## src/rtl/abus_seq_pkg.sv

```systemverilog
// abus_seq_pkg
//   Shared types and constants for the address-bus vector sequencer:
//   sequencer state encoding, interrupt source encoding, and the
//   Z_ADL{2,1,0} zeroing patterns that select each vector address.
package abus_seq_pkg;

    typedef enum logic [2:0] {
        ST_RES_HOLD,
        ST_IDLE,
        ST_T1,          // dummy read
        ST_T2,          // push PCH
        ST_T3,          // push PCL
        ST_T4,          // push P
        ST_T5,          // vector low
        ST_T6           // vector high
    } state_e;

    typedef enum logic [1:0] {
        SRC_RES,
        SRC_NMI,
        SRC_IRQ,
        SRC_BRK
    } src_e;

    // Z_ADL{2,1,0} for the vector-low read (FFFA / FFFC / FFFE).
    // The vector-high read uses the same pattern with bit 0 released.
    localparam logic [2:0] ZPAT_NMI = 3'b101;
    localparam logic [2:0] ZPAT_RES = 3'b011;
    localparam logic [2:0] ZPAT_IRQ = 3'b001;

    function automatic logic [2:0] z_pattern(input src_e vec, input logic high_byte);
        logic [2:0] p;
        case (vec)
            SRC_NMI: p = ZPAT_NMI;
            SRC_RES: p = ZPAT_RES;
            default: p = ZPAT_IRQ;
        endcase
        if (high_byte)
            p[0] = 1'b0;
        return p;
    endfunction

endpackage

```

## src/rtl/nmi_edge_det.sv

```systemverilog
// nmi_edge_det
//   Samples n_nmi on each phi0 rising edge and latches a falling edge
//   into 'pending' until 'clear' is asserted. Edges arriving while the
//   latch is already set are absorbed.
// Ports:
//   phi0    in  core clock
//   n_res   in  asynchronous active-low reset
//   n_nmi   in  NMI pin (active-low)
//   clear   in  drop the pending request on this edge
//   pending out latched NMI request
module nmi_edge_det
(
    input  logic phi0,
    input  logic n_res,
    input  logic n_nmi,
    input  logic clear,
    output logic pending
);

    logic nmi_q;

    always_ff @(posedge phi0 or negedge n_res) begin
        if (!n_res) begin
            // Sample flop starts low so a pin already held low through
            // reset is not mistaken for a fresh falling edge.
            nmi_q   <= 1'b0;
            pending <= 1'b0;
        end else begin
            nmi_q <= n_nmi;
            if (clear)
                pending <= 1'b0;
            else if (nmi_q && !n_nmi)
                pending <= 1'b1;
        end
    end

endmodule

```

## src/rtl/abus_vector_seq.sv

```systemverilog
// abus_vector_seq
//   Address-bus sequencer for interrupt / reset entry. Arbitrates RES,
//   NMI, IRQ and BRK, runs the 7-cycle push + vector-fetch sequence and
//   owns the ABL/ABH load enables and Z_ADL vector strobes. In IDLE the
//   decoder's load enables pass straight through.
// Ports:
//   PHI0, n_RES               clock, async active-low reset
//   n_NMI, n_IRQ, I_FLAG      interrupt pins and P.I flag
//   BRK_REQ, SYNC, RDY        decoder strobe, instruction boundary, stall
//   DEC_ADL_ABL, DEC_ADH_ABH  decoder load-enable requests
//   ADL_ABL, ADH_ABH          address-bus load enables
//   Z_ADL0..2                 ADL bit-zeroing strobes
//   VEC_FETCH, STACK_PUSH     vector-read / push cycle flags
//   RW_SUPPRESS, B_OUT        push-to-read conversion, B bit for P push
//   SEQ_BUSY                  sequencer not idle
module abus_vector_seq
    import abus_seq_pkg::*;
(
    input  logic PHI0,
    input  logic n_RES,
    input  logic n_NMI,
    input  logic n_IRQ,
    input  logic I_FLAG,
    input  logic BRK_REQ,
    input  logic SYNC,
    input  logic RDY,
    input  logic DEC_ADL_ABL,
    input  logic DEC_ADH_ABH,
    output logic ADL_ABL,
    output logic ADH_ABH,
    output logic Z_ADL0,
    output logic Z_ADL1,
    output logic Z_ADL2,
    output logic VEC_FETCH,
    output logic STACK_PUSH,
    output logic RW_SUPPRESS,
    output logic B_OUT,
    output logic SEQ_BUSY
);

    state_e     state, state_nx;
    src_e       src, src_nx;        // source as latched at T1 (drives B_OUT)
    src_e       vec, vec_nx;        // vector actually fetched (may be hijacked)
    logic       nmi_pend;
    logic       nmi_clear;
    logic       irq_req;
    logic       seq_ld;
    logic       pass_en;
    logic [2:0] z_nx;

    nmi_edge_det u_nmi (
        .phi0    (PHI0),
        .n_res   (n_RES),
        .n_nmi   (n_NMI),
        .clear   (nmi_clear),
        .pending (nmi_pend)
    );

    assign irq_req = !n_IRQ && !I_FLAG;

    always_comb begin
        state_nx = state;
        src_nx   = src;
        vec_nx   = vec;
        case (state)
            ST_RES_HOLD: begin
                state_nx = ST_T1;
                src_nx   = SRC_RES;
                vec_nx   = SRC_RES;
            end
            ST_IDLE: begin
                if (RDY && SYNC && (nmi_pend || irq_req || BRK_REQ)) begin
                    state_nx = ST_T1;
                    if (nmi_pend)
                        src_nx = SRC_NMI;
                    else if (irq_req)
                        src_nx = SRC_IRQ;
                    else
                        src_nx = SRC_BRK;
                    vec_nx = src_nx;
                end
            end
            ST_T1:   if (RDY) state_nx = ST_T2;
            ST_T2:   state_nx = ST_T3;
            ST_T3:   state_nx = ST_T4;
            ST_T4:   state_nx = ST_T5;
            ST_T5:   if (RDY) state_nx = ST_T6;
            ST_T6:   if (RDY) state_nx = ST_IDLE;
            default: state_nx = ST_RES_HOLD;
        endcase
        // Hijack: a pending NMI seen during T1..T4 of an IRQ/BRK sequence
        // redirects the vector fetch; src (and so B_OUT) is left alone.
        if ((state inside {ST_T1, ST_T2, ST_T3, ST_T4}) && nmi_pend &&
            (src == SRC_IRQ || src == SRC_BRK))
            vec_nx = SRC_NMI;
    end

    // T4 always advances, so this is exactly "entering T5 with the NMI vector".
    assign nmi_clear = (state == ST_T4) && (vec_nx == SRC_NMI);

    assign z_nx = z_pattern(vec_nx, state_nx == ST_T6);

    // Outputs are decoded from the next state so they are registered yet
    // line up with the state they describe.
    always_ff @(posedge PHI0 or negedge n_RES) begin
        if (!n_RES) begin
            state       <= ST_RES_HOLD;
            src         <= SRC_RES;
            vec         <= SRC_RES;
            seq_ld      <= 1'b0;
            pass_en     <= 1'b0;
            Z_ADL0      <= 1'b0;
            Z_ADL1      <= 1'b0;
            Z_ADL2      <= 1'b0;
            VEC_FETCH   <= 1'b0;
            STACK_PUSH  <= 1'b0;
            RW_SUPPRESS <= 1'b1;
            B_OUT       <= 1'b0;
            SEQ_BUSY    <= 1'b1;
        end else begin
            state       <= state_nx;
            src         <= src_nx;
            vec         <= vec_nx;
            seq_ld      <= state_nx inside {ST_T1, ST_T2, ST_T3, ST_T4, ST_T5, ST_T6};
            pass_en     <= state_nx == ST_IDLE;
            {Z_ADL2, Z_ADL1, Z_ADL0} <= (state_nx inside {ST_T5, ST_T6}) ? z_nx : 3'b000;
            VEC_FETCH   <= state_nx inside {ST_T5, ST_T6};
            STACK_PUSH  <= state_nx inside {ST_T2, ST_T3, ST_T4};
            RW_SUPPRESS <= (state_nx == ST_RES_HOLD) ||
                           ((state_nx inside {ST_T2, ST_T3, ST_T4}) && src_nx == SRC_RES);
            B_OUT       <= (state_nx inside {ST_T1, ST_T2, ST_T3, ST_T4, ST_T5, ST_T6}) &&
                           src_nx == SRC_BRK;
            SEQ_BUSY    <= state_nx != ST_IDLE;
        end
    end

    // Passthrough is combinational from the decoder but gated by the
    // registered IDLE flag, so it is forced low during reset.
    assign ADL_ABL = seq_ld || (pass_en && DEC_ADL_ABL);
    assign ADH_ABH = seq_ld || (pass_en && DEC_ADH_ABH);

endmodule

```

## config.mk

```make
export PLATFORM = sky130hd
export DESIGN_NAME = abus_vector_seq
export DESIGN_NICKNAME = d
export VERILOG_FILES = /design/src/rtl/abus_seq_pkg.sv /design/src/rtl/nmi_edge_det.sv /design/src/rtl/abus_vector_seq.sv
export SDC_FILE = /design/constraint.sdc
export NUM_CORES = 1
export LEC_CHECK = 0
export BUFFER_PORTS_ARGS = -buffer_cell sky130_fd_sc_hd__buf_2
export CAP_MARGIN = 20
export CORE_MARGIN = 5
export CORE_UTILIZATION = 55
export DETAILED_ROUTE_END_ITERATION = 10
export PLACE_DENSITY = 0.81
export SLEW_MARGIN = 20
export SYNTH_ARGS = -nofsm -noshare
export SYNTH_HDL_FRONTEND = slang
export SYNTH_SLANG_ARGS = --single-unit
export TNS_END_PERCENT = 10
```

## constraint.sdc

```tcl
create_clock -name PHI0 -period 2.7 [get_ports PHI0]
set_input_delay 0.135 -clock PHI0 [delete_from_list [all_inputs] [get_ports PHI0]]
set_output_delay 0.135 -clock PHI0 [all_outputs]
set_load 0.01 [all_outputs]
```

### Word-level counts from Yosys, hierarchy flattened

Index checks and enable logic that the tools add are counted.

| word-level totals | value |
|---|---|
| register bits after elaboration | 19 |
| input port bits | 10 |
| output and inout port bits | 10 |
| logic and storage cells | 80 |

| cells by class | value |
|---|---|
| eq/ne operators | 19 |
| mux-type cells | 17 |
| reductions and logical operators | 29 |

Operator list:

| operator | number |
|---|---|
| 3-bit == test (second input constant) | 8 |
| 3-bit one-hot mux with 8 select lines | 1 |
| 3-bit 2-to-1 mux | 5 |
| 3-bit by 2-bit == test with 1-bit output (second input constant) | 4 |
| 1-bit logical AND | 11 |
| 2-bit 2-to-1 mux | 4 |
| 2-bit one-hot mux with 2 select lines | 2 |
| 2-bit == test (second input constant) | 3 |
| 3-bit by 1-bit == test with 1-bit output (second input constant) | 2 |
| 3-bit logical NOT | 2 |
| 1-bit logical OR | 6 |
| 3-bit one-hot mux with 2 select lines | 1 |
| 6-bit nonzero test | 1 |
| 2-bit logical NOT | 2 |
| 1-bit 2-to-1 mux | 4 |
| 2-bit nonzero test | 2 |
| 4-bit nonzero test | 1 |
| 1-bit logical NOT | 3 |
| 3-bit by 1-bit inequality test with 1-bit output (second input constant) | 1 |
| 3-bit nonzero test | 1 |
| 2-bit by 1-bit == test with 1-bit output (second input constant) | 1 |

### Longest topological paths before layout

Gate-level depths: netlist of the first run.

| logic depth | value |
|---|---|
| depth in word-level cells | 12 |
| gate-level depth with buffers | 5 |
| gate-level depth less buffers | 4 |

### Modules after synthesis

From an unflattened synthesis of the first run, not the netlist that was laid out.

| second synthesis, totals | value |
|---|---|
| cell total of the unflattened synthesis | 83 |
| area total of the unflattened synthesis | 864.6 µm² |

By module, submodules not included:

| module | times used | cells each | area each (µm²) | seq. area each (µm²) |
|---|---|---|---|---|
| abus_vector_seq | 1 | 78 | 795.8 | 427.9 |
| nmi_edge_det | 1 | 5 | 68.8 | 50.0 |

### Least setup slack after synthesis of the first run

Ideal clock, no wire load.

| timing path | value |
|---|---|
| path type | reg-to-reg |
| start point | reg state[2] |
| end point | reg Z_ADL2 |
| library setup time | 78 ps |
| arrival | 1,328 ps |
| data required time | 2,622 ps |
| path slack | 1,294 ps |
| stages on the path, launching flop included | 5 |
| period minus slack after synthesis | 1,406 ps |
| cell sequence | dfrtp_1 -> and4bb_1 -> a21boi_4 -> mux2_4 -> a21boi_1 |

| between the ends | value |
|---|---|
| cells in the longest elaborated chain, start to end | 8 |

RTL lines:

| item | RTL line | text |
|---|---|---|
| from (decl) | abus_vector_seq.sv:41 | `state_e state, state_nx;` |
| from (signal assigned) | abus_vector_seq.sv:121 | `state <= state_nx;` |
| 3-bit by 2-bit == test with 1-bit output / 3-bit == test (equally long branches) | abus_vector_seq.sv:65, abus_vector_seq.sv:93 |  |
| 4-bit nonzero test | abus_vector_seq.sv:93 | `if ((state inside {ST_T1, ST_T2, ST_T3, ST_T4}) && nmi_pend &&` |
| 1-bit logical AND (2 in a row) | abus_vector_seq.sv:93 |  |
| 2-bit 2-to-1 mux | abus_vector_seq.sv:93 |  |
| 2-bit by 1-bit == test with 1-bit output / 2-bit logical NOT (equally long branches) | abus_seq_pkg.sv:33 | `case (vec)` |
| 3-bit one-hot mux with 2 select lines | abus_seq_pkg.sv:33 |  |
| 3-bit 2-to-1 mux (*) | abus_vector_seq.sv:126 | `{Z_ADL2, Z_ADL1, Z_ADL0} <= (state_nx inside {ST_T5, ST_T6}) ? z_nx : 3'b000;` |
| to (signal assigned) | abus_vector_seq.sv:126 |  |
| to (decl) | abus_vector_seq.sv:33 | `output logic Z_ADL2,` |

Mark *: on every way between the ends. The rest lies on a longest branch, timed or not.
A chain may end at the register's enable or synchronous reset.

### Worst setup path after layout of the first run

Same ends and word-level chain as after synthesis.

==> results of run 1 <==
[routing by layer]
| layer | vias to the layer above | wire (µm) |
|---|---|---|
| li1 | 336 | - |
| met1 | 344 | 743 |
| met2 | 21 | 849 |
| met3 | 0 | 93 |
| met4 | 0 | 0 |
| met5 | - | 0 |
[Yosys cell counts, types with 2 or more instances]
library cell	instances
sky130_fd_sc_hd__nand4_1	2
sky130_fd_sc_hd__nand2_1	5
sky130_fd_sc_hd__dfstp_2	2
sky130_fd_sc_hd__dfrtp_1	17
sky130_fd_sc_hd__inv_1	4
sky130_fd_sc_hd__a21oi_1	5
sky130_fd_sc_hd__a31oi_1	3
sky130_fd_sc_hd__buf_2	3
sky130_fd_sc_hd__nand2b_1	4
sky130_fd_sc_hd__a21o_1	3
sky130_fd_sc_hd__o21ai_0	3
sky130_fd_sc_hd__nor2_1	5
sky130_fd_sc_hd__nor2b_1	2
[power groups by stage]
stage               Clock [W]  Combinational (W)  Sequential, W
global placement            0           0.000402       0.000502
floorplan                   0           0.000333       0.000469
CTS                  0.000144           0.000416       0.000504
finish               0.000140           0.000412       0.000508
detailed placement          0           0.000407       0.000510
global route         0.000161           0.000458       0.000528
[kinds of logic after synthesis]
group / synth area share, %
AND/OR/NAND/NOR: 17.6
AO/OA/AOI/OAI: 21.8
multiplexers: 2.82
flip-flops: 53.8
buffers and inverters: 3.94
[per-stage QoR]
step / instance area, µm² / std cells / power (W)
after floorplan: 888 / 82 / 0.000802
after global placement: 983 / 113 / 0.000904
after detailed placement: 983 / 113 / 0.000917
after CTS: 1030 / 119 / 0.00106
after global routing: 1030 / 119 / 0.00115
final: 1030 / 119 / 0.00106
[final cells by class]
cell class                      count  area [µm²]
Clock inverter                      1        5.00
Tap cell                           16        20.0
Multi-Input combinational cell     55         375
Sequential cell                    19         478
Inverter                            4        15.0
Timing Repair Buffer               21         115
Clock buffer                        3        22.5
Fill cell                         130         493
[worst max-delay path, delay by kind of cell (launching register included)]
kind            cells  cell delay, ns
compound gates      2            0.38
mux                 1            0.31
simple gates        1            0.37
flops               1            0.53
[state kept, by name, indices dropped and copies added (netlist names)]
register       flops
B_OUT              1
RW_SUPPRESS        1
SEQ_BUSY           1
STACK_PUSH         1
VEC_FETCH          1
Z_ADL0             1
Z_ADL1             1
Z_ADL2             1
pass_en            1
seq_ld             1
src                2
state              3
u_nmi.nmi_q        1
u_nmi.pending      1
vec                2
[how the worst max path moves through the flow]
stage	end	start	cells after the start
finish	Z_ADL2$_DFF_PN0_	state[2]$_DFF_PN0_	4
global route	Z_ADL2$_DFF_PN0_	state[2]$_DFF_PN0_	4
CTS	Z_ADL2$_DFF_PN0_	state[2]$_DFF_PN0_	4
detailed placement	Z_ADL2$_DFF_PN0_	state[2]$_DFF_PN0_	4
global placement	Z_ADL2$_DFF_PN0_	state[2]$_DFF_PN0_	4
floorplan	Z_ADL2$_DFF_PN0_	state[2]$_DFF_PN0_	4
[what timing repair did]
action | CTS | global route
hold endpoints to repair | 18 | 0
hold buffers | 2 | 0
gates resized for setup | 0 | 0
endpoints found under the setup margin | 0 | 0
==> flow_results.xml, run 1 <==
<?xml version="1.0" encoding="UTF-8"?>
<metrics>
  <group name="layout">
    <metric name="antennaDiodeCount" unit="">0</metric>
    <metric name="mostFrequentLayoutCells" unit="">sky130_fd_sc_hd__buf_2, sky130_fd_sc_hd__dfrtp_1, sky130_fd_sc_hd__nand2_1, sky130_fd_sc_hd__nor2_1, sky130_fd_sc_hd__a21oi_1</metric>
    <metric name="synthToLayoutAreaGrowth" unit="%">16.1</metric>
    <metric name="mostFrequentLayoutCell" unit="">sky130_fd_sc_hd__buf_2</metric>
    <metric name="finalCoreUtilization" unit="%">67.7</metric>
    <metric name="fin_nets" unit="">114</metric>
    <metric name="layout_cell_share_with_drive_strength_beyond_1" unit="%">33.0</metric>
  </group>
  <group name="critical_path">
    <metric name="worstSetupEndpointType" unit="">register</metric>
    <metric name="critical_path.max_fanout" unit="">14</metric>
    <metric name="critical_path.slowest_cell" unit="">sky130_fd_sc_hd__dfrtp_1</metric>
    <metric name="critical_path_class" unit="">register to register</metric>
    <metric name="crit_arrival" unit="ns">1.88</metric>
    <metric name="timing.critical_path.cells" unit="">and4bb_1, a21boi_4, mux2_4, a21boi_1</metric>
    <metric name="crit-reg2reg-capture" unit="">Z_ADL2$_DFF_PN0_</metric>
    <metric name="cp_peak_stage_delay" unit="ns">0.53</metric>
    <metric name="count_of_cells_along_the_worst_register_to_register_path" unit="">4</metric>
    <metric name="r2r-start" unit="">state[2]$_DFF_PN0_</metric>
    <metric name="required" unit="ns">2.92</metric>
    <metric name="start_kind" unit="">register</metric>
    <metric name="timing.reg2reg.setup_slack" unit="ns">1.04</metric>
  </group>
  <group name="die">
    <metric name="std_cell_rows" unit="">14</metric>
    <metric name="initial_utilization" unit="%">58.3</metric>
    <metric name="die_h" unit="µm">50.2</metric>
    <metric name="top_level_ports" unit="">20</metric>
    <metric name="core_region_area" unit="mm²">0.00152</metric>
    <metric name="fp.dieArea" unit="mm²">0.00252</metric>
    <metric name="fp.dieW" unit="µm">50.2</metric>
  </group>
  <group name="clock_network">
    <metric name="tritoncts" unit="">built</metric>
    <metric name="insertion_delay" unit="ns">0.29</metric>
    <metric name="numCtsBuffers" unit="">3</metric>
    <metric name="clockRootBuffer" unit="">sky130_fd_sc_hd__clkbuf_4</metric>
    <metric name="h-tree-depth" unit="">1</metric>
    <metric name="cts_sinks" unit="">19</metric>
    <metric name="worst_setup_hold_path_clk_slew" unit="ns">0.11</metric>
    <metric name="cts-root-to-sink-buffers" unit="">2</metric>
    <metric name="cts_setup_buffers" unit="">0</metric>
  </group>
  <group name="logic_synthesis">
    <metric name="synth_seq_area_share" unit="%">53.8</metric>
    <metric name="synthTopCellsByArea" unit="">sky130_fd_sc_hd__dfrtp_1, sky130_fd_sc_hd__dfstp_2, sky130_fd_sc_hd__a21oi_1</metric>
    <metric name="synth-edff-count" unit="">0</metric>
    <metric name="synth.yosys.warnings" unit="">0</metric>
    <metric name="mean_instance_size_in_the_synthesized_netlist" unit="µm²">10.8</metric>
    <metric name="post-synth-top-area-cell" unit="">sky130_fd_sc_hd__dfrtp_1</metric>
    <metric name="synthesis.nets" unit="">92</metric>
    <metric name="synth_seq_cells" unit="">19</metric>
    <metric name="unique_cell_type_count_in_the_yosys_netlist" unit="">37</metric>
    <metric name="synth-async-reset-ratio" unit="%">100</metric>
    <metric name="synth_top_flop_cell" unit="">sky130_fd_sc_hd__dfrtp_1</metric>
    <metric name="syn-cell-area" unit="µm²">888</metric>
    <metric name="synth_cells" unit="">82</metric>
    <metric name="proportion_of_netlist_area_held_by_the_largest_area_contributor" unit="%">47.9</metric>
  </group>
  <group name="detailed_routing">
    <metric name="drt.antenna.violating_nets" unit="">0</metric>
    <metric name="detail_route.wl_per_cell" unit="µm">14.2</metric>
    <metric name="drc_errors" unit="">0</metric>
    <metric name="via_per_inst" unit="">5.89</metric>
    <metric name="route.final.wire_length" unit="µm">1690</metric>
    <metric name="drt_first_iter_violations" unit="">14</metric>
    <metric name="length_of_the_first_detailed_routing_pass_in_iterations" unit="">4</metric>
    <metric name="dr_vias" unit="">701</metric>
  </group>
  <group name="sta">
    <metric name="tns" unit="ns">0</metric>
    <metric name="final.setup.worst_slack" unit="ns">1.04</metric>
    <metric name="final_setup_violations" unit="">0</metric>
    <metric name="finalClockSkew" unit="ns">0.00410</metric>
    <metric name="rsz0062_at_grt" unit="">false</metric>
    <metric name="worstMarginPinSlew" unit="ns">0.478</metric>
    <metric name="final_cycle_share" unit="%">61.4</metric>
    <metric name="finalHoldViolCount" unit="">0</metric>
    <metric name="fin_worst_hold_slack" unit="ns">0.199</metric>
    <metric name="final.min_clock_period" unit="ns">1.66</metric>
    <metric name="slew_violations" unit="">0</metric>
    <metric name="max-slew-margin-rel" unit="%">68.1</metric>
    <metric name="fmaxAchievable" unit="GHz">0.603</metric>
  </group>
  <group name="place">
    <metric name="finalWeightedCongestion" unit="">0.802</metric>
    <metric name="io_buffer_count" unit="">19</metric>
    <metric name="hpwlAfterDp" unit="µm">1210</metric>
    <metric name="pre_cts_ws" unit="ns">1.07</metric>
  </group>
  <group name="grt">
    <metric name="grt_max_degree" unit="">20</metric>
    <metric name="remaining_global_route_overflow" unit="">0</metric>
    <metric name="top_usage_layer" unit="">met2</metric>
    <metric name="met2_usage" unit="%">23.4</metric>
    <metric name="grt.total_usage" unit="%">14.5</metric>
    <metric name="global_route.usage.met1" unit="%">18.7</metric>
    <metric name="grt_pass1_vias" unit="">648</metric>
    <metric name="antenna_found_initial" unit="">0</metric>
    <metric name="grt_first_pass_wirelength" unit="µm">2820</metric>
    <metric name="grtUsageMet3" unit="%">4.44</metric>
  </group>
  <group name="pwr">
    <metric name="internal_power" unit="W">0.000651</metric>
    <metric name="p_per_area" unit="mW/mm²">1030</metric>
    <metric name="netSwitchingPower" unit="W">0.000409</metric>
    <metric name="sw_frac_of_total" unit="%">38.6</metric>
    <metric name="seq_power_share" unit="%">47.9</metric>
    <metric name="combinationalPowerShare" unit="%">38.8</metric>
    <metric name="cellLeakagePower" unit="nW">0.494</metric>
    <metric name="vdd.ir_drop.worst" unit="mV">0.689</metric>
    <metric name="power.share.clock" unit="%">13.2</metric>
  </group>
  <group name="flow_run">
    <metric name="cap_viol_max_count" unit="">0</metric>
  </group>
  <group name="status">
    <metric name="status" unit="">finished clean</metric>
  </group>
  <group name="worst_hold_path">
    <metric name="whs_path_depth" unit="">2</metric>
    <metric name="timing.hold.worst.start" unit="">RDY</metric>
    <metric name="min-delay-path-class" unit="">input port to register</metric>
    <metric name="endpoint_of_the_worst_hold_timing_path" unit="">VEC_FETCH$_DFF_PN0_</metric>
  </group>
</metrics>
No activity file was read; power rests on OpenSTA's default activity.
==> inputs of run 2 (changes only) <==
--- a/config.mk
+++ b/config.mk
@@ -8,9 +8,9 @@
 export BUFFER_PORTS_ARGS = -buffer_cell sky130_fd_sc_hd__buf_2
 export CAP_MARGIN = 20
 export CORE_MARGIN = 5
-export CORE_UTILIZATION = 55
+export CORE_UTILIZATION = 46
 export DETAILED_ROUTE_END_ITERATION = 10
-export PLACE_DENSITY = 0.81
+export PLACE_DENSITY = 0.72
 export SLEW_MARGIN = 20
 export SYNTH_ARGS = -nofsm -noshare
 export SYNTH_HDL_FRONTEND = slang
==> constraint.sdc (replaced) <==
create_clock -name PHI0 -period 1.38 [get_ports PHI0]
set_input_delay 0.069 -clock PHI0 [delete_from_list [all_inputs] [get_ports PHI0]]
set_output_delay 0.069 -clock PHI0 [all_outputs]
set_load 0.01 [all_outputs]
==> run 2 against run 1 <==
- the run now ends with negative setup slack left
- sequential share of layout area shrank 5.4 points
- clock skew is 0.0030 ns lower
- sequential power is 76% higher
- critical path depth unchanged
- combinational power rose to 2.8 times the previous value
- hold slack got worse by 0.0093 ns
- worst setup slack got worse by 1.1 ns
- first-iteration DRC count unchanged
- wire length is 13% higher
- largest cell class unchanged
- highest routed layer is now met4
==> flow_results.xml, run 2 (synthesis gave the netlist of run 1 again) <==
<?xml version="1.0" encoding="UTF-8"?>
<metrics>
  <group name="grt">
    <metric name="remaining_global_route_overflow" unit="">0</metric>
    <metric name="grt_pass1_vias" unit="">719</metric>
    <metric name="antenna_found_initial" unit="">0</metric>
    <metric name="grt_max_degree" unit="">20</metric>
    <metric name="grt_first_pass_wirelength" unit="µm">3050</metric>
    <metric name="grt.total_usage" unit="%">14.7</metric>
  </group>
  <group name="layout">
    <metric name="synthToLayoutAreaGrowth" unit="%">31.3</metric>
    <metric name="reg.largest.list" unit="">state: 3 flops, src: 2 flops, vec: 2 flops</metric>
    <metric name="top_register" unit="">state</metric>
    <metric name="antennaDiodeCount" unit="">0</metric>
    <metric name="mostFrequentLayoutCells" unit="">sky130_fd_sc_hd__buf_2, sky130_fd_sc_hd__dfrtp_1, sky130_fd_sc_hd__buf_4, sky130_fd_sc_hd__nand2_1, sky130_fd_sc_hd__a21oi_1</metric>
    <metric name="fin_nets" unit="">127</metric>
    <metric name="largest_register_ffs" unit="">3</metric>
    <metric name="layout_cell_share_with_drive_strength_beyond_1" unit="%">44.8</metric>
    <metric name="mostFrequentLayoutCell" unit="">sky130_fd_sc_hd__buf_2</metric>
    <metric name="finalCoreUtilization" unit="%">65.4</metric>
  </group>
  <group name="status">
    <metric name="violations" unit="">negative setup slack</metric>
    <metric name="status" unit="">complete, but fails checks</metric>
  </group>
  <group name="pwr">
    <metric name="design_power_total" unit="W">0.00232</metric>
    <metric name="cellLeakagePower" unit="nW">0.558</metric>
    <metric name="p_per_area" unit="mW/mm²">1990</metric>
    <metric name="vdd.ir_drop.worst" unit="mV">0.995</metric>
  </group>
  <group name="die">
    <metric name="std_cell_rows" unit="">15</metric>
    <metric name="fp.dieW" unit="µm">53.9</metric>
    <metric name="die_h" unit="µm">53.9</metric>
    <metric name="top_level_ports" unit="">20</metric>
    <metric name="fp.dieArea" unit="mm²">0.00291</metric>
    <metric name="initial_utilization" unit="%">49.8</metric>
    <metric name="core_region_area" unit="mm²">0.00178</metric>
  </group>
  <group name="clock_network">
    <metric name="h-tree-depth" unit="">1</metric>
    <metric name="clockRootBuffer" unit="">sky130_fd_sc_hd__clkbuf_4</metric>
    <metric name="numCtsBuffers" unit="">3</metric>
    <metric name="worst_setup_hold_path_clk_slew" unit="ns">0.10</metric>
    <metric name="insertion_delay" unit="ns">0.29</metric>
    <metric name="cts_sinks" unit="">19</metric>
    <metric name="cts-root-to-sink-buffers" unit="">2</metric>
    <metric name="tritoncts" unit="">built</metric>
  </group>
  <group name="worst_hold_path">
    <metric name="timing.hold.worst.start" unit="">RDY</metric>
    <metric name="min-delay-path-class" unit="">input port to register</metric>
  </group>
  <group name="sta">
    <metric name="max-slew-margin-rel" unit="%">74.2</metric>
    <metric name="worstMarginPinSlew" unit="ns">0.387</metric>
    <metric name="finalHoldViolCount" unit="">0</metric>
    <metric name="final_cycle_share" unit="%">105</metric>
    <metric name="final.min_clock_period" unit="ns">1.44</metric>
    <metric name="fmaxAchievable" unit="GHz">0.693</metric>
    <metric name="slew_violations" unit="">0</metric>
    <metric name="finalClockSkew" unit="ns">0.00109</metric>
    <metric name="rsz0062_at_grt" unit="">true</metric>
    <metric name="final.setup.worst_slack" unit="ns">-0.0640</metric>
    <metric name="final_setup_violations" unit="">3</metric>
    <metric name="fin_worst_hold_slack" unit="ns">0.189</metric>
  </group>
  <group name="flow_run">
    <metric name="cap_viol_max_count" unit="">0</metric>
  </group>
  <group name="critical_path">
    <metric name="r2r-start" unit="">state[2]$_DFF_PN0_</metric>
    <metric name="worstSetupEndpointType" unit="">register</metric>
    <metric name="critical_path_class" unit="">register to register</metric>
    <metric name="required" unit="ns">1.61</metric>
    <metric name="worst_setup_path_startpoint" unit="">state[2]$_DFF_PN0_</metric>
    <metric name="crit_arrival" unit="ns">1.68</metric>
    <metric name="start_kind" unit="">register</metric>
    <metric name="critical_path.max_fanout" unit="">4</metric>
  </group>
  <group name="detailed_routing">
    <metric name="drt.antenna.violating_nets" unit="">0</metric>
    <metric name="drt_first_iter_violations" unit="">14</metric>
    <metric name="drc_errors" unit="">0</metric>
    <metric name="dr_vias" unit="">750</metric>
    <metric name="route.final.wire_length" unit="µm">1900</metric>
    <metric name="detail_route.wl_per_cell" unit="µm">13.5</metric>
    <metric name="via_per_inst" unit="">5.32</metric>
    <metric name="length_of_the_first_detailed_routing_pass_in_iterations" unit="">4</metric>
  </group>
  <group name="place">
    <metric name="finalWeightedCongestion" unit="">0.784</metric>
    <metric name="io_buffer_count" unit="">19</metric>
    <metric name="hpwlAfterDp" unit="µm">1310</metric>
  </group>
</metrics>
run 2: per-layer routing:
layer	GRT usage [%]	share of wire, %
met2	22.6	43
met5	0	0
met1	19.4	46
met4	5.96	2.4
met3	4.16	8.4
run 2: timing repair:
| item | in CTS | in global routing |
|---|---|---|
| pin swaps | 1 | 1 |
| hold endpoints to repair | 18 | 0 |
| gates resized for setup | 4 | 2 |
| setup buffers | 2 | 1 |
| hold buffers | 2 | 0 |
| setup endpoints to repair | 4 | 5 |
run 2: cell type report:
cell class | count | area [µm²]
multi-input cells | 55 | 403
flip-flops and latches | 19 | 478
well taps | 25 | 31.3
clock buffers | 4 | 26.3
repair buffers | 34 | 213
fillers | 141 | 617
inverters | 4 | 15.0
run 2: final timing paths:
check	cells past startpoint	slack (ns)	end
max	4	-0.06	Z_ADL2$_DFF_PN0_
min	3	0.19	VEC_FETCH$_DFF_PN0_
max reg2reg	4	-0.06	Z_ADL2$_DFF_PN0_
min reg2reg	2	0.52	u_nmi.pending$_DFFE_PN0P_
max in group asynchronous	2	0.86	RW_SUPPRESS$_DFF_PN1_
min in group asynchronous	2	0.21	pass_en$_DFF_PN0_
run 2: critical path, stage by stage, from the launching register on:
cell	delay (ns)
sky130_fd_sc_hd__dfrtp_1	0.39
sky130_fd_sc_hd__and4bb_1	0.31
sky130_fd_sc_hd__a21boi_4	0.25
sky130_fd_sc_hd__mux2_4	0.32
sky130_fd_sc_hd__a21boi_2	0.11
run 2: where the power goes:
group / internal (W) / total, W / switching [W]
clock network: 0.000113 / 0.000273 / 0.000160
registers: 0.000776 / 0.000893 / 0.000118
logic: 0.000556 / 0.00115 / 0.000598
total: 0.00144 / 0.00232 / 0.000876
run 2: stage by stage:
stage          cell area (µm²)  setup slack [ns]  setup TNS (ns)  std cells
2_1_floorplan              888          -0.00119        -0.00119         82
3_3_place_gp              1070          -0.00130        -0.00130        132
3_5_place_dp              1070           -0.0443         -0.0443        132
4_1_cts                   1150           -0.0114         -0.0186        140
5_1_grt                   1170            -0.107          -0.394        141
6_report                  1170           -0.0640          -0.156        141
